--- config.mk ---
export PLATFORM = sky130hd
export DESIGN_NAME = seq_div32
export DESIGN_NICKNAME = d
export VERILOG_FILES = /design/src/rtl/seq_div32.sv
export SDC_FILE = /design/constraint.sdc
export NUM_CORES = 1
export LEC_CHECK = 0
export CAP_MARGIN = 20
export CORE_ASPECT_RATIO = 0.5
export CORE_UTILIZATION = 45
export CTS_CLUSTER_SIZE = 20
export DETAILED_ROUTE_END_ITERATION = 8
export PLACE_DENSITY = 0.73
export SETUP_SLACK_MARGIN = 0.5
export SLEW_MARGIN = 20
export SYNTH_ARGS = -nofsm -noshare
export SYNTH_HDL_FRONTEND = slang
export SYNTH_SLANG_ARGS = --single-unit
--- constraint.sdc ---
create_clock -name clk -period 3.7 [get_ports clk]
set_input_delay 1.11 -clock clk [delete_from_list [all_inputs] [get_ports clk]]
set_output_delay 1.11 -clock clk [all_outputs]
set_load 0.1 [all_outputs]
--- src/rtl/seq_div32.sv ---
// seq_div32: multi-cycle signed divider, restoring shift-subtract, one quotient
// bit per clock. Quotient on z_low, remainder on z_high; ready pulses once
// when results are valid. Divide-by-zero finishes in a single edge.
module seq_div32 #(
  parameter int unsigned WIDTH = 32
) (
  input  logic             clk,
  input  logic             rst,
  input  logic             start,
  input  logic [WIDTH-1:0] dividend,
  input  logic [WIDTH-1:0] divisor,
  output logic             busy,
  output logic             ready,
  output logic [WIDTH-1:0] z_low,
  output logic [WIDTH-1:0] z_high,
  output logic             div_by_zero
);

  localparam int unsigned CW = $clog2(WIDTH);

  typedef enum logic [1:0] {IDLE, RUN, FIX} state_t;

  state_t           state;
  logic [CW-1:0]    count;
  logic [WIDTH-1:0] quo;
  logic [WIDTH-1:0] dvs;
  logic [WIDTH:0]   rem;
  logic             qneg;
  logic             rneg;

  logic [WIDTH-1:0] dvd_abs;
  logic [WIDTH-1:0] dvs_abs;
  logic [WIDTH:0]   rem_sh;
  logic [WIDTH:0]   trial;
  logic [WIDTH-1:0] quo_sh;

  // Operand magnitudes and one restoring iteration step.
  // Magnitudes are unsigned, so |0x80000000| stays 0x80000000.
  always_comb begin
    dvd_abs = dividend[WIDTH-1] ? ('0 - dividend) : dividend;
    dvs_abs = divisor[WIDTH-1]  ? ('0 - divisor)  : divisor;
    rem_sh  = (rem << 1) | {{WIDTH{1'b0}}, quo[WIDTH-1]};
    trial   = rem_sh - {1'b0, dvs};
    quo_sh  = {quo[WIDTH-2:0], ~trial[WIDTH]};
  end

  // Control FSM, datapath registers and registered outputs.
  always_ff @(posedge clk) begin
    if (rst) begin
      state       <= IDLE;
      count       <= '0;
      quo         <= '0;
      dvs         <= '0;
      rem         <= '0;
      qneg        <= 1'b0;
      rneg        <= 1'b0;
      busy        <= 1'b0;
      ready       <= 1'b0;
      z_low       <= '0;
      z_high      <= '0;
      div_by_zero <= 1'b0;
    end else begin
      ready <= 1'b0;
      unique case (state)
        IDLE: begin
          if (start) begin
            if (divisor == '0) begin
              z_low       <= '1;
              z_high      <= dividend;
              div_by_zero <= 1'b1;
              ready       <= 1'b1;
            end else begin
              quo         <= dvd_abs;
              dvs         <= dvs_abs;
              rem         <= '0;
              count       <= '0;
              qneg        <= dividend[WIDTH-1] ^ divisor[WIDTH-1];
              rneg        <= dividend[WIDTH-1];
              busy        <= 1'b1;
              div_by_zero <= 1'b0;
              state       <= RUN;
            end
          end
        end
        RUN: begin
          rem   <= trial[WIDTH] ? rem_sh : trial;
          quo   <= quo_sh;
          count <= count + 1'b1;
          if (count == CW'(WIDTH - 1)) state <= FIX;
        end
        FIX: begin
          z_low  <= qneg ? ('0 - quo) : quo;
          z_high <= rneg ? ('0 - rem[WIDTH-1:0]) : rem[WIDTH-1:0];
          ready  <= 1'b1;
          busy   <= 1'b0;
          state  <= IDLE;
        end
        default: state <= IDLE;
      endcase
    end
  end

endmodule

# ---- Word-level counts from Yosys, hierarchy flattened
# Index checks and enable logic that the tools add are counted.
dict set report word_totals {
  regBits 172
  inputBits 67
  output_inout_bits 67
}
dict set report op_classes {
  addsub 6
  eq_ne 7
  mux 30
  bitwise_logic 4
  reduce_logical 10
}
# operator count
set op_table {}
lappend op_table {{32-bit two-way mux} 13}
lappend op_table {{32-bit case mux with 2 select lines} 4}
lappend op_table {{1-bit by 32-bit subtractor with 32-bit output (first input constant)} 4}
lappend op_table {{33-bit by 1-bit OR with 33-bit output} 1}
lappend op_table {{33-bit by 32-bit subtractor with 33-bit output} 1}
lappend op_table {{32-bit logical NOT} 1}
lappend op_table {{3-bit AND reduction} 5}
lappend op_table {{5-bit two-way mux} 2}
lappend op_table {{5-bit case mux with 2 select lines} 1}
lappend op_table {{2-bit != test (second input constant)} 4}
lappend op_table {{2-bit two-way mux} 3}
lappend op_table {{5-bit by 1-bit adder with 5-bit output (second input constant)} 1}
lappend op_table {{5-bit == test (second input constant)} 1}
lappend op_table {{1-bit two-way mux} 4}
lappend op_table {{1-bit case mux with 2 select lines} 2}
lappend op_table {{2-bit case mux with 2 select lines} 1}
lappend op_table {{2-bit nonzero test} 2}
lappend op_table {{2-bit by 1-bit == test with 1-bit output (second input constant)} 1}
lappend op_table {{2-bit == test (second input constant)} 1}
lappend op_table {{2-bit logical NOT} 1}
lappend op_table {{1-bit inverter} 2}
lappend op_table {{2-bit AND reduction} 1}
lappend op_table {{1-bit XOR} 1}

# ---- Logic depth before layout (Yosys ltp)
dict set report logic_depth {
  depth_word 5
  ltp_mapped 13
  depth_no_buf 12
}

# ---- Worst setup path before layout
# OpenSTA, ideal clock, no wires.
dict set report synth_path {
  path_type {input port to flip-flop}
  start {in dividend[6]}
  end {reg quo[30]}
  setup_ns 0.115
  t_arrival_ns 3.872
  required_time_ns 3.585
  setup_slack_ns -0.287
  cell_stages 8
  path_buffers 0
  path_cell_list {or4_4 or4_4 or3_4 or3_4 or4_4 o21ai_0 xor2_1 a2111oi_0}
}
dict set report synth_between {
  elab_chain_len 5
}
# element line_no
set synth_rtl {}
lappend synth_rtl {{from (decl)} 10} ;# input logic [WIDTH-1:0] dividend,
lappend synth_rtl {{1-bit by 32-bit subtractor with 32-bit output} 40} ;# dvd_abs = dividend[WIDTH-1] ? ('0 - dividend) : dividend;
lappend synth_rtl {{32-bit two-way mux} 40}
lappend synth_rtl {{32-bit two-way mux} 67} ;# if (divisor == '0) begin
lappend synth_rtl {{32-bit two-way mux} 66} ;# if (start) begin
lappend synth_rtl {{32-bit case mux with 2 select lines} 64} ;# unique case (state)
lappend synth_rtl {{to (signal assigned)} 73} ;# quo <= dvd_abs;
lappend synth_rtl {{to (signal assigned)} 87} ;# quo <= quo_sh;
lappend synth_rtl {{to (decl)} 25} ;# logic [WIDTH-1:0] quo;
# No other way between the ends. The select of a mux whose other input is x is not followed.
# A chain may end at the register's enable or synchronous reset.

# ---- Final worst setup path
dict set report layout_path {
  start {in dividend[4]}
  end {reg quo[30]}
}
# Same word-level chain as after synthesis.

==> metrics.txt <==
Final Hold Viols=0; DRC Markers=0; # IOs=134; Mapped Cells=1377; Vias/cell=6.03; initial antenna violation count=0; DP Worst Slack=-864 ps; RSZ-0062 raised after global routing=yes; WP depth=9; cell chain of the critical path=buf_6 -> or4_4 -> or4_4 -> or3_4 -> or3_4 -> or4_4 -> o21ai_2 -> xor2_1 -> a2111oi_0; critical path launch point=dividend[4]; nets=1715; smallest hold slack=between 400 and 500 ps; Cell variety after synth=68; met1 Resource Use GR=38.2%; Post-synth EDFFs=0; largest net degree at the start of global routing=76; CP Class=input pin to flop; Chip Height=112 um; highest-count cells in the layout ignoring fill and taps=buf_4 (171), dfxtp_1 (170), nor2_1 (129); sequential share of the synthesized area=31.6%; Port Buffers=133; Antenna Nets Post-Route=0; Crit path buffers/inverters=1; hold wc startpoint=busy$_SDFFE_PP0P_; mux cell area share after synthesis=around 1.3%; Reg2Reg Launch Point=dvs[8]$_SDFFE_PP0P_; Post-synth top flop=dfxtp_1; fin crit share=104%; Reg clk slew, reported paths=60 ps; max-slew violations=0; Crit path max-delay family=simple AND/OR/NAND/NOR gates; hold buffers post-CTS=0; Critical Path Start Type=input pin; largest family of logic cells by synthesized area=compound AO/OA/AOI/OAI gates; peak supply drop=0.334 mV; hpwl dp=24600 um; WL final=37800 um; first-pass GRT wire length=just under 60000 um; Inserted Clock Buffers=17; Sink Count=172; routed len/inst=19.6 um; Worst-Margin Slew=1050 ps; FF+latch count, synth=172; Hold Path Cell Cnt=2; CTS tree=done; RD Place Congestion=0.919; slowest cell delay on critical path=about 540 ps; most common cell after layout, fill and taps aside=buf_4; Worst Path Arrival=4140 ps; area grow syn2layout=42.0%; final cell count without fillers=1929; total grt overflow=0; Final setup viols=3; cell mode on critical path=or4_4; failing checks=negative setup slack; leakage=6.47 nW; Post-Syn Nets=between 1000 and 1500; Final Core Density=66.5%; Reg2Reg Depth=11; Critical Path End Type=flop; status=finished with violations; clock tree buffer depth=2; simple-gate share of the synthesized area=20.3%; vias=11600; crit path max-delay cell type=or4_4; Compound-Gate Fraction of Synth Area=25.4%; Pwr Total=4.99 mW; Async S/R FF share, synth=0%; Tmin final=3840 ps; clock skew=10.4 ps; Placed Cells=1836; Max Freq=0.261 GHz; Post-Synth XOR/XNOR Area=a little under an eighth; GR Util met2=approximately 49%; Die X=between 200 and 250 um; number of cell rows=39; M3 GR Usage=5.60%; Adder-Cell Fraction of Synth Area=4.55%; Pre-antenna DRT Iters=7; Top Usage Layer GRT=met2; relative slew slack=29.8%; worst hold-check path type=flop to flop; core footprint=23300 um2; insertion delay to the later sink of the worst-skew pair=roughly 460 ps; DR iter-0 viols=994; max-capacitance violation count=0; H-tree depth=4; Avg Inst Size Synth=7.92 um2; Mapped Area=10900 um2; antenna cell count=0; number of global-route vias before repair=10900; GRT Resource Usage Total=29.3%; share of cells above drive strength 1=between 20 and 30%; crit-path max FO=4; Worst Path Required=4000 ps; Initial Utilization=46.8%; clk root buf=clkbuf_16; Cell Pwr Density=around 320 nW/um2; die area=24900 um2; post-route setup slack=-135 ps; Yosys Warn Count=0
layer usage:
| layer | vias to the layer above | wire [um] | share of wire [%] |
|---|---|---|---|
| li1 | 5493 | - | - |
| met1 | 5631 | 16500 | 44 |
| met2 | 428 | 17900 | 47 |
| met3 | 73 | 2480 | 6.6 |
| met4 | 0 | 876 | 2.3 |
| met5 | - | 0 | 0 |
final cells by class:
class / instances / area, um2
clock inverters: 12 / 115
multi-input cells: 1072 / 7870
flip-flops and latches: 172 / 3450
well taps: 307 / 384
inverters: 50 / 188
repair buffers: 296 / 3030
fillers: 1771 / 7790
clock buffers: 20 / 457
final timing paths:
kind / endpoint / slack (ps)
setup / recovery: quo[30]$_SDFFE_PP0P_ / -140
hold reg to reg: busy$_SDFFE_PP0P_ / 480
hold / removal: busy$_SDFFE_PP0P_ / 480
setup reg to reg: rem[29]$_SDFFE_PP0P_ / 280
through the flow:
step / cell area [um2] / TNS [ps]
2_1_floorplan: 11300 / -1300
3_3_place_gp: 13200 / -42360
3_5_place_dp: 13200 / -47280
4_1_cts: 14900 / -152
5_1_grt: 15500 / -330
6_report: 15500 / -173
worst reg2reg max path, stage by stage (launching register included):
cell and delay [ps]:
dfxtp_1 380, inv_1 100, ha_1 420, nand3_1 130, nor3_1 290, o211ai_1 250
a31oi_1 400, buf_4 220, a221oi_1 110, a2111oi_1 530, mux2_2 390, o211ai_1 140
flip-flops by register name, indices dropped and copies added, names as in the netlist:
signal and flops:
busy 1, count 5, qneg 1, dvs 32, rneg 1, state 2
z_low 32, rem 32, quo 32, z_high 32, div_by_zero 1, ready 1
synth_stat cells (23+ instances only):
| master | n | area share (%) |
|---|---|---|
| a211oi_1 | 42 | 2.9 |
| a21oi_1 | 52 | 2.4 |
| a221oi_1 | 23 | 1.8 |
| a311oi_1 | 32 | 2.6 |
| clkbuf_1 | 78 | 2.7 |
| dfxtp_1 | 172 | 32 |
| ha_1 | 38 | 4.4 |
| inv_1 | 50 | 1.7 |
| nand2_1 | 161 | 5.5 |
| nor2_1 | 159 | 5.5 |
| nor3_1 | 32 | 1.5 |
| o21ai_0 | 85 | 3.9 |
| o31ai_1 | 37 | 2.5 |
| xnor2_1 | 79 | 6.3 |
| xor2_1 | 63 | 5.1 |
cell families after synthesis:
family | after synthesis
buf+inv | 138
xor+xnor | 142
mux | 14
simple gates | 482
fa+ha+maj | 39
compound gates | 390
flops | 172
repair_timing:
item	4_1_cts	5_1_grt
setup buffers	25	14
cloned	18	4
gates resized for setup	193	85
endpoints found under the setup margin	150	149
pin swaps	102	80
power breakdown:
| group | switching [mW] | internal [mW] |
|---|---|---|
| clock | 0.827 | 0.966 |
| sequential | 0.0945 | 1.92 |
| combinational | 0.632 | 0.552 |
| total | 1.55 | 3.44 |
Note: power is estimated with default switching activity, not from simulation.
